$ cat src/rtl/fc_pkg.sv
// fc_pkg
// Shared definitions for the fully connected operand sequencer:
//   - sequencer state encoding
//   - default layer geometry and data width
//   - helpers deriving address widths and the accumulator result width
package fc_pkg;

    localparam int DEF_IN_DATA_WITDH = 16;
    localparam int DEF_NUM_IN        = 64;
    localparam int DEF_NUM_OUT       = 16;

    typedef enum logic [2:0] {
        ST_IDLE  = 3'd0,
        ST_CLEAR = 3'd1,
        ST_FEED  = 3'd2,
        ST_WAIT  = 3'd3,
        ST_OUT   = 3'd4,
        ST_DONE  = 3'd5
    } fc_state_t;

    // Address width for a buffer of 'depth' entries; a single-entry buffer
    // still gets a one-bit address so no port collapses to zero width.
    function automatic int fc_addr_w(input int depth);
        return (depth > 1) ? $clog2(depth) : 1;
    endfunction

    // The core accumulates into a word four times the operand width.
    function automatic int fc_res_w(input int data_w);
        return 4 * data_w;
    endfunction

    localparam int DEF_RES_W       = fc_res_w(DEF_IN_DATA_WITDH);
    localparam int DEF_NODE_ADDR_W = fc_addr_w(DEF_NUM_IN);
    localparam int DEF_WEGT_ADDR_W = fc_addr_w(DEF_NUM_IN * DEF_NUM_OUT);
    localparam int DEF_BIAS_ADDR_W = fc_addr_w(DEF_NUM_OUT);

endpackage

$ cat src/rtl/fc_operand_sequencer_addr_gen.sv
// fc_addr_gen
// Neuron (n) and element (k) counters with buffer address generation.
// The weight address is row-major (n*NUM_IN + k); a running row base is
// advanced by NUM_IN per neuron so no multiplier is needed.
// Ports:
//   clk, reset        clock, async active-high reset
//   clr_n / inc_n     restart at neuron 0 / advance to next neuron
//   clr_k / inc_k     restart at element 0 / advance element (wraps after last)
//   node_addr         k
//   wegt_addr         n*NUM_IN + k
//   bias_addr         n
//   k_last, n_last    terminal-count flags
module fc_addr_gen
    import fc_pkg::*;
#(
    parameter int NUM_IN  = DEF_NUM_IN,
    parameter int NUM_OUT = DEF_NUM_OUT
) (
    input  logic                                  clk,
    input  logic                                  reset,
    input  logic                                  clr_n,
    input  logic                                  inc_n,
    input  logic                                  clr_k,
    input  logic                                  inc_k,
    output logic [fc_addr_w(NUM_IN)-1:0]          node_addr,
    output logic [fc_addr_w(NUM_IN*NUM_OUT)-1:0]  wegt_addr,
    output logic [fc_addr_w(NUM_OUT)-1:0]         bias_addr,
    output logic                                  k_last,
    output logic                                  n_last
);

    localparam int KW = fc_addr_w(NUM_IN);
    localparam int NW = fc_addr_w(NUM_OUT);
    localparam int WW = fc_addr_w(NUM_IN * NUM_OUT);

    logic [KW-1:0] k_cnt;
    logic [NW-1:0] n_cnt;
    logic [WW-1:0] row_base;

    assign k_last = (k_cnt == KW'(NUM_IN - 1));
    assign n_last = (n_cnt == NW'(NUM_OUT - 1));

    always_ff @(posedge clk or posedge reset) begin
        if (reset) begin
            k_cnt <= '0;
        end else if (clr_k) begin
            k_cnt <= '0;
        end else if (inc_k) begin
            k_cnt <= k_last ? '0 : k_cnt + 1'b1;
        end
    end

    always_ff @(posedge clk or posedge reset) begin
        if (reset) begin
            n_cnt    <= '0;
            row_base <= '0;
        end else if (clr_n) begin
            n_cnt    <= '0;
            row_base <= '0;
        end else if (inc_n) begin
            n_cnt    <= n_cnt + 1'b1;
            row_base <= row_base + WW'(NUM_IN);
        end
    end

    assign node_addr = k_cnt;
    assign bias_addr = n_cnt;
    assign wegt_addr = row_base + WW'(k_cnt);

endmodule

$ cat src/rtl/fc_operand_sequencer.sv
// fc_operand_sequencer
// Feeds the FC MAC core one output neuron at a time: clears the core,
// streams NUM_IN node/weight pairs (bias on the first element only), waits
// for NUM_IN core valids and presents the accumulator on a valid/ready port.
// Ports:
//   clk, reset                       clock, async active-high reset
//   i_start / o_busy / o_done        layer control and status
//   o_node_addr, o_wegt_addr,
//   o_bias_addr, o_mem_rd            buffer read side (1-cycle latency)
//   i_node_data, i_wegt_data,
//   i_bias_data                      buffer read data
//   o_run, o_valid, o_node,
//   o_wegt, o_bias                   core operand side
//   i_core_valid, i_core_result      core result side
//   o_res_valid, o_res_data,
//   o_res_idx, i_res_ready           downstream result handshake
module fc_operand_sequencer
    import fc_pkg::*;
#(
    parameter int IN_DATA_WITDH = DEF_IN_DATA_WITDH,
    parameter int NUM_IN        = DEF_NUM_IN,
    parameter int NUM_OUT       = DEF_NUM_OUT
) (
    input  logic                                  clk,
    input  logic                                  reset,
    input  logic                                  i_start,
    output logic                                  o_busy,
    output logic                                  o_done,
    output logic [fc_addr_w(NUM_IN)-1:0]          o_node_addr,
    output logic [fc_addr_w(NUM_IN*NUM_OUT)-1:0]  o_wegt_addr,
    output logic [fc_addr_w(NUM_OUT)-1:0]         o_bias_addr,
    output logic                                  o_mem_rd,
    input  logic [IN_DATA_WITDH-1:0]              i_node_data,
    input  logic [IN_DATA_WITDH-1:0]              i_wegt_data,
    input  logic [IN_DATA_WITDH-1:0]              i_bias_data,
    output logic                                  o_run,
    output logic                                  o_valid,
    output logic [IN_DATA_WITDH-1:0]              o_node,
    output logic [IN_DATA_WITDH-1:0]              o_wegt,
    output logic [IN_DATA_WITDH-1:0]              o_bias,
    input  logic                                  i_core_valid,
    input  logic [fc_res_w(IN_DATA_WITDH)-1:0]    i_core_result,
    output logic                                  o_res_valid,
    output logic [fc_res_w(IN_DATA_WITDH)-1:0]    o_res_data,
    output logic [fc_addr_w(NUM_OUT)-1:0]         o_res_idx,
    input  logic                                  i_res_ready
);

    localparam int RES_W = fc_res_w(IN_DATA_WITDH);
    localparam int NW    = fc_addr_w(NUM_OUT);
    // Return counter must reach NUM_IN, hence the +1 depth.
    localparam int RW    = fc_addr_w(NUM_IN + 1);

    fc_state_t     state, state_nxt;
    logic          clr_n, inc_n, clr_k, inc_k;
    logic          k_last, n_last;
    logic          capture;
    logic          valid_q, first_q;
    logic [RW-1:0] ret_cnt;
    logic          ret_last;

    fc_addr_gen #(
        .NUM_IN  (NUM_IN),
        .NUM_OUT (NUM_OUT)
    ) u_addr_gen (
        .clk       (clk),
        .reset     (reset),
        .clr_n     (clr_n),
        .inc_n     (inc_n),
        .clr_k     (clr_k),
        .inc_k     (inc_k),
        .node_addr (o_node_addr),
        .wegt_addr (o_wegt_addr),
        .bias_addr (o_bias_addr),
        .k_last    (k_last),
        .n_last    (n_last)
    );

    always_ff @(posedge clk or posedge reset) begin
        if (reset) begin
            state <= ST_IDLE;
        end else begin
            state <= state_nxt;
        end
    end

    always_comb begin
        state_nxt = state;
        clr_n     = 1'b0;
        inc_n     = 1'b0;
        clr_k     = 1'b0;
        inc_k     = 1'b0;
        capture   = 1'b0;
        case (state)
            ST_IDLE: begin
                if (i_start) begin
                    clr_n     = 1'b1;
                    state_nxt = ST_CLEAR;
                end
            end
            ST_CLEAR: begin
                clr_k     = 1'b1;
                state_nxt = ST_FEED;
            end
            ST_FEED: begin
                inc_k = 1'b1;
                if (k_last) begin
                    state_nxt = ST_WAIT;
                end
            end
            ST_WAIT: begin
                if (i_core_valid && ret_last) begin
                    capture   = 1'b1;
                    state_nxt = ST_OUT;
                end
            end
            ST_OUT: begin
                if (i_res_ready) begin
                    if (n_last) begin
                        state_nxt = ST_DONE;
                    end else begin
                        inc_n     = 1'b1;
                        state_nxt = ST_CLEAR;
                    end
                end
            end
            ST_DONE: begin
                state_nxt = ST_IDLE;
            end
            default: begin
                state_nxt = ST_IDLE;
            end
        endcase
    end

    assign o_busy      = (state != ST_IDLE);
    assign o_done      = (state == ST_DONE);
    assign o_run       = (state == ST_CLEAR);
    assign o_mem_rd    = (state == ST_FEED);
    assign o_res_valid = (state == ST_OUT);

    // Read data arrives one cycle after the strobe, so the strobe delayed by
    // one cycle marks the operands as valid. The first-element flag travels
    // alongside it so the bias reaches the core exactly once per neuron.
    always_ff @(posedge clk or posedge reset) begin
        if (reset) begin
            valid_q <= 1'b0;
            first_q <= 1'b0;
        end else begin
            valid_q <= o_mem_rd;
            first_q <= o_mem_rd && (o_node_addr == '0);
        end
    end

    assign o_valid = valid_q;
    assign o_node  = valid_q ? i_node_data : '0;
    assign o_wegt  = valid_q ? i_wegt_data : '0;
    assign o_bias  = (valid_q && first_q) ? i_bias_data : '0;

    // Core valids start arriving while still feeding, so the counter runs in
    // every state and is only rearmed by CLEAR.
    always_ff @(posedge clk or posedge reset) begin
        if (reset) begin
            ret_cnt <= '0;
        end else if (state == ST_CLEAR) begin
            ret_cnt <= '0;
        end else if (i_core_valid) begin
            ret_cnt <= ret_cnt + 1'b1;
        end
    end

    assign ret_last = (ret_cnt == RW'(NUM_IN - 1));

    always_ff @(posedge clk or posedge reset) begin
        if (reset) begin
            o_res_data <= '0;
            o_res_idx  <= '0;
        end else if (capture) begin
            o_res_data <= RES_W'(i_core_result);
            o_res_idx  <= NW'(o_bias_addr);
        end
    end

endmodule

$ cat config.mk
export PLATFORM = sky130hd
export DESIGN_NAME = fc_operand_sequencer
export DESIGN_NICKNAME = d
export VERILOG_FILES = /design/src/rtl/fc_pkg.sv /design/src/rtl/fc_operand_sequencer_addr_gen.sv /design/src/rtl/fc_operand_sequencer.sv
export SDC_FILE = /design/constraint.sdc
export NUM_CORES = 1
export LEC_CHECK = 0
export ABC_AREA = 1
export CORE_MARGIN = 5
export CORE_UTILIZATION = 42
export CTS_CLUSTER_DIAMETER = 100
export DETAILED_ROUTE_END_ITERATION = 16
export PLACE_DENSITY = 0.87
export SYNTH_ARGS = -nofsm -noshare
export SYNTH_HDL_FRONTEND = slang
export SYNTH_HIERARCHICAL = 1
export SYNTH_SLANG_ARGS = --single-unit
$ cat constraint.sdc
create_clock -name clk -period 6 [get_ports clk]
set_input_delay 1.2 -clock clk [delete_from_list [all_inputs] [get_ports clk]]
set_output_delay 1.2 -clock clk [all_outputs]
set_load 0.03 [all_outputs]
==> results of run 1 <==
[report_power, final]
group / switching, W / internal [W]
Clock: 0.000221 / 0.000152
Sequential: 0.0000748 / 0.000672
Combinational: 0.000469 / 0.000327
[per-layer routing]
| metal | up-vias | routed length, µm |
|---|---|---|
| met4 | 0 | 270 |
| met3 | 17 | 996 |
| met5 | - | 0 |
| li1 | 2230 | - |
| met1 | 1970 | 5770 |
| met2 | 135 | 6910 |
[through the flow]
| step | setup slack, ns | instance area [µm²] | std cells |
|---|---|---|---|
| floorplan | 2.75 | 4560 | 588 |
| finish | 1.92 | 7360 | 977 |
| CTS | 1.92 | 7360 | 977 |
| detailed placement | 2.24 | 7190 | 962 |
| global placement | 2.26 | 7190 | 962 |
| global route | 1.62 | 7360 | 977 |
[logic make-up after synthesis]
family                   after synthesis  share of synthesized area [%]
AO/OA/AOI/OAI                         90                           10.3
XOR/XNOR                               6                           1.15
other                                  1                         0.0822
buffers and inverters                173                           15.3
adder cells (fa/ha/maj)                5                           1.37
AND/OR/NAND/NOR                      219                           20.3
flip-flops                            94                           51.5
[worst max-delay path by stage]
stage,start,endpoint
after floorplan,reset,first_q
after global placement,i_wegt_data[12],o_wegt[12]
after detailed placement,i_core_valid,o_res_data[46]
after CTS,o_valid,o_bias[5]
after global routing,o_valid,o_bias[1]
final,o_valid,o_bias[5]
[synth_stat cells]
cell type	instances	share of area (%)
inv_1	145	12
nand2_1	142	12
dfrtp_1	94	52
nor2_1	41	3.4
o21ai_1	40	4.4
o21ai_0	38	4.2
nand3_1	19	2.1
clkbuf_1	15	1.2
a21oi_1	8	0.88
buf_6	5	1.2
ha_1	5	1.4
buf_2	4	0.44
nor2_4	3	0.74
nor3_1	3	0.33
or2_2	3	0.41
xnor2_1	3	0.58
xor2_1	3	0.58
buf_4	2	0.33
inv_2	2	0.16
nand2_2	2	0.27
nor2_2	2	0.27
a21boi_0	1	0.16
a21oi_4	1	0.36
a31oi_1	1	0.14
conb_1	1	0.082
nand3_2	1	0.22
nand3_4	1	0.38
nor3_4	1	0.36
nor4_1	1	0.14
o21bai_1	1	0.16
[worst register-to-register path, stage by stage, from the launching register on]
cell and delay (ns):
dfrtp_1 0.38, ha_1 0.17, nand3_1 0.15, nor2_4 0.18
nand3_4 0.72, buf_4 0.58, o21ai_0 0.24
[layout make-up]
type / count / share of cell area [%]
clock buffers: 9 / 1.68
clock inverters: 6 / 0.646
inverters: 147 / 7.51
multi-input cells: 321 / 20.5
flip-flops and latches: 94 / 32.0
well taps: 140 / 2.38
repair buffers: 260 / 35.3
[sequential cells by signal (all words and copies together) (netlist names), 3 cells and up]
signal and flops:
state 3, u_addr_gen/row_base 4, u_addr_gen/node_addr 6, u_addr_gen/bias_addr 4, ret_cnt 7, o_res_idx 4, o_res_data 64
==> impl_metrics.tcl, run 1 <==
set metrics [dict create \
    run_status "complete, no violations" \
    wl_per_cell_um 14.3 \
    nFillCells 849 \
    mostFrequentLayoutCells "258 x clkdlybuf4s50_1, 144 x inv_1, 142 x nand2_1, 94 x dfrtp_1, 41 x nor2_1" \
    detailedPlacementHpwl_um 11000 \
    grt_pass1_wl_um 21200 \
    period_minus_slack_ns 4.08 \
    finish.utilization_pct 68.5 \
    clkTransAtPathRegs_ns 0.09 \
    buffer_ports.inserted 258 \
    tritoncts_clock_tree "done" \
    path_cells "nand2_1 -> nor2_1 -> clkdlybuf4s50_1" \
    crit-reg2reg-capture "o_res_data[46]" \
    core_region_area_mm2 0.0107 \
    synthDistinctLibCells 30 \
    reg2reg_depth 6 \
    start_util_pct 42.5 \
    setup.reg_to_reg.worst_slack_ns 3.49 \
    cpLargestDelayFamily "flip-flops" \
    first_global_vias 4088 \
    die_area_mm2 0.0130 \
    synth.yosys.seq_area_share_pct 51.5 \
    first_iter_violations 360 \
    critical_path_cell_count 3 \
    syn_area_mm2 0.00456 \
    grt_max_degree 99 \
    timing.fmax_mhz 245 \
    globalRoute.totalOverflow 0 \
    via_per_inst 4.45 \
    vdd_ir_drop_max_mv 0.280 \
    ys_ff_latch 94 \
    gr_layer_usage_met2_pct 33.5 \
    ctsHtreeMaxLevel 3 \
    rows 38 \
    min-delay-start "o_res_idx[1]" \
    floorplan.die.height_um 114 \
    worst-path-buf-inv 1 \
    timing.final.setup_violations 0 \
    clock_sinks 94 \
    worst-endpoint-arrival_ns 2.88 \
    path_class "register to primary output" \
    grt_setup_unrepaired "no" \
    grt_use_met3_pct 4.33 \
    diodes 0 \
    final_common_cell "clkdlybuf4s50_1" \
    critical_path_peak_fanout 34 \
    cts.path.max_buffers 2 \
    floorplan.io_pins 259 \
    final_max_tran_viols 0 \
    post-route-drc-count 0 \
    grtUsageTotal_pct 20.4 \
    postCtsResizedCells 0 \
    post_synthesis_cells 588 \
    gpl.final_weighted_congestion 0.805 \
    holdWs_ns 0.494 \
    report.power.total_w 0.00192 \
    drive_above_1_share_pct 4.06 \
    hold_endpoint "o_res_idx[1]" \
    layout-area-overhead-vs-synth_pct 61.3 \
    cap_violations 0 \
    worst_path_max_delay_cell "dfrtp_1" \
    die_w_um 114 \
    cp-end-kind "primary output" \
    crit-reg2reg-launch "ret_cnt[1]" \
    power_leakage_nw 3.71 \
    multi_input_comb_area_mm2 0.00151 \
    worst_slew_pin_slew_ns 1.02 \
    highest_utilization_routing_layer_at_the_global_route_stage "met2" \
    insertion_delay_ns 0.35 \
    routed-via-count 4352 \
    critical_path.startpoint_type "register" \
    timing.max_slew.rel_slack_pct 32.2 \
    slowest_delay_ns 1.02 \
    timing_hold_violations_final 0 \
    antenna_found_initial 0 \
    pwr_density_cell_mw_per_mm2 260 \
    grt_util_met1_pct 26.7 \
    post-cts-setup-buffers 0 \
    cts.root.buffer_cell "clkbuf_8" \
    final.period_utilization_pct 68.0 \
    setup_clock_skew_after_layout_ns 0.0162 \
    final_antenna_net_count 0 \
    num-nets-final 955 \
    synth.avg_cell_area_um2 7.76 \
    regArea_mm2 0.00235 \
    hold_class "register to register" \
    drt-pass1-iter-count 4 \
    postSynthNetCount 710 \
    hold_buffers 0 \
    cp_data_required_time_ns 4.80 \
    drt_wl_total_um 13900 \
    cts_made_buffers 9 \
    hold-path-cell-count 2 \
    synthesis.yosys.warnings 6 \
    timing.setup.tns_ns 0 \
]
No activity file was read; power rests on OpenSTA's default activity.
==> run 2: changes to the inputs <==
CORE_UTILIZATION = 35   (was 42)
PLACE_DENSITY = 0.77   (was 0.87)
clock period = 3.5 ns   (was 6 ns; I/O delays follow)
==> impl_metrics.tcl, run 2 (synthesis results as in run 1) <==
set metrics [dict create \
    timing.final.setup_violations 0 \
    power_frac_clock_pct 28.7 \
    critical_path.startpoint_type "register" \
    total_instance_count_after_detailed_placement 997 \
    pwr_density_cell_mw_per_mm2 488 \
    cts_made_buffers 9 \
    report.power.total_w 0.00371 \
    final_common_cell "clkdlybuf4s50_1" \
    run_status "complete, no violations" \
    cts.root.buffer_cell "clkbuf_16" \
    drt-pass1-iter-count 4 \
    nFillCells 1126 \
    cp_data_required_time_ns 2.80 \
    die_w_um 124 \
    tritoncts_clock_tree "done" \
    slowest_delay_ns 0.72 \
    timing.setup.tns_ns 0 \
    antenna_found_initial 0 \
    critical_path_peak_fanout 34 \
    vdd_ir_drop_max_mv 0.485 \
    gpl.final_weighted_congestion 0.799 \
    launch_point_of_the_critical_path "o_valid" \
    pwr-share-seq_pct 33.2 \
    hold_buffers 0 \
    period_minus_slack_ns 3.03 \
    clock_sinks 94 \
    worst-endpoint-arrival_ns 2.33 \
    globalRoute.totalOverflow 0 \
    cap_violations 0 \
    post-route-drc-count 0 \
    final_max_tran_viols 0 \
    post-cts-setup-buffers 0 \
    wl_per_cell_um 14.0 \
    clkTransAtPathRegs_ns 0.06 \
    hold_class "register to register" \
    cts.path.max_buffers 2 \
    start_util_pct 35.9 \
    ctsHtreeMaxLevel 3 \
    reg2reg_depth 7 \
    drive_above_1_share_pct 4.52 \
    worst_path_max_delay_cell "clkdlybuf4s50_1" \
    first_global_vias 4027 \
    grtUsageTotal_pct 17.2 \
    min-delay-start "o_res_data[58]" \
    final_antenna_net_count 0 \
    crit-reg2reg-launch "ret_cnt[1]" \
    die_area_mm2 0.0154 \
    final.period_utilization_pct 86.5 \
    floorplan.die.height_um 124 \
    mostFrequentLayoutCells "258 x clkdlybuf4s50_1, 144 x inv_1, 142 x nand2_1, 94 x dfrtp_1, 41 x nor2_1" \
    timing.max_slew.rel_slack_pct 60.9 \
    buffer_ports.inserted 258 \
    postCtsResizedCells 0 \
    internal-power_w 0.00237 \
    reg_with_most_ffs "o_res_data" \
    first_iter_violations 259 \
    path_class "register to primary output" \
    hold-path-cell-count 2 \
    finalNonFillerCells 1013 \
    insertion_delay_ns 0.33 \
    grt_setup_unrepaired "no" \
    net_sw_power_w 0.00134 \
    path_cells "buf_4 -> nand2_1 -> nor2_1 -> clkdlybuf4s50_1" \
    power_leakage_nw 3.81 \
    core_region_area_mm2 0.0127 \
    regArea_mm2 0.00235 \
    routed-via-count 4366 \
    worst_slew_pin_slew_ns 0.586 \
    drt_wl_total_um 14200 \
    detailedPlacementHpwl_um 11300 \
    num-nets-final 958 \
    timing.fmax_mhz 330 \
    cp-end-kind "primary output" \
    sw_frac_of_total_pct 36.1 \
    setup_clock_skew_after_layout_ns 0.00684 \
    multi_input_comb_area_mm2 0.00151 \
    finish.utilization_pct 59.7 \
    timing_hold_violations_final 0 \
    via_per_inst 4.31 \
    layout-area-overhead-vs-synth_pct 66.4 \
    rows 41 \
    diodes 0 \
    largest_reg_flops 64 \
    floorplan.io_pins 259 \
    pwr-share-comb_pct 38.1 \
    grt_pass1_wl_um 20700 \
    grt_max_degree 119 \
]
==> run 2: cell count changes in the layout (fill, tap and decap cells not counted), sizes merged <==
cell	previous run	this run
bufinv	0	2
clkinv	4	2
clkbuf	9	10
buf	2	5
==> run 2: per-layer routing <==
layer / up-vias / part of all wire [%] / GRT usage [%]
met5: - / 0 / 0
met4: 0 / 1.6 / 5.89
met3: 16 / 7.2 / 4.27
met2: 118 / 52 / 30.3
met1: 1994 / 40 / 20.3
li1: 2238 / - / -
==> run 2: layout make-up <==
type | count | share of cell area (%)
multi-input combinational | 321 | 19.9
inverter | 147 | 7.28
sequential | 94 | 31.0
clock buffer | 10 | 3.15
clock inverter | 6 | 1.19
timing repair buffer | 263 | 34.7
tap | 172 | 2.83
==> run 2: path summary, 6_finish.rpt <==
kind,end,slack [ns]
setup / recovery,o_bias[10],0.47
hold / removal,o_res_data[58],0.49
setup reg to reg,o_res_data[60],1.70
hold reg to reg,o_res_data[58],0.49
max in group asynchronous,o_res_data[46],2.03
min in group asynchronous,o_res_idx[0],0.79
==> run 2: critical path, delay by kind of cell, from the launching register on <==
kind | cells | cell delay, ns
AND/OR/NAND/NOR | 2 | 0.65
flip-flops | 1 | 0.32
buffers and inverters | 2 | 1.03
==> run 2: metrics by stage <==
step,setup slack [ns],hold WS (ns),cell area (µm²)
3_3_place_gp,0.738,0.465,7260
3_5_place_dp,0.762,0.474,7260
2_1_floorplan,0.748,0.479,4560
4_1_cts,0.458,0.489,7590
5_1_grt,0.348,0.509,7590
6_report,0.471,0.486,7590
==> run 2: power groups by stage <==
stage	sequential [W]	clock (W)	combinational [W]
2_1_floorplan	0.00128	0	0.000809
3_3_place_gp	0.00125	0	0.00141
3_5_place_dp	0.00125	0	0.00142
4_1_cts	0.00123	0.00109	0.00143
5_1_grt	0.00124	0.00113	0.00153
6_report	0.00123	0.00106	0.00141
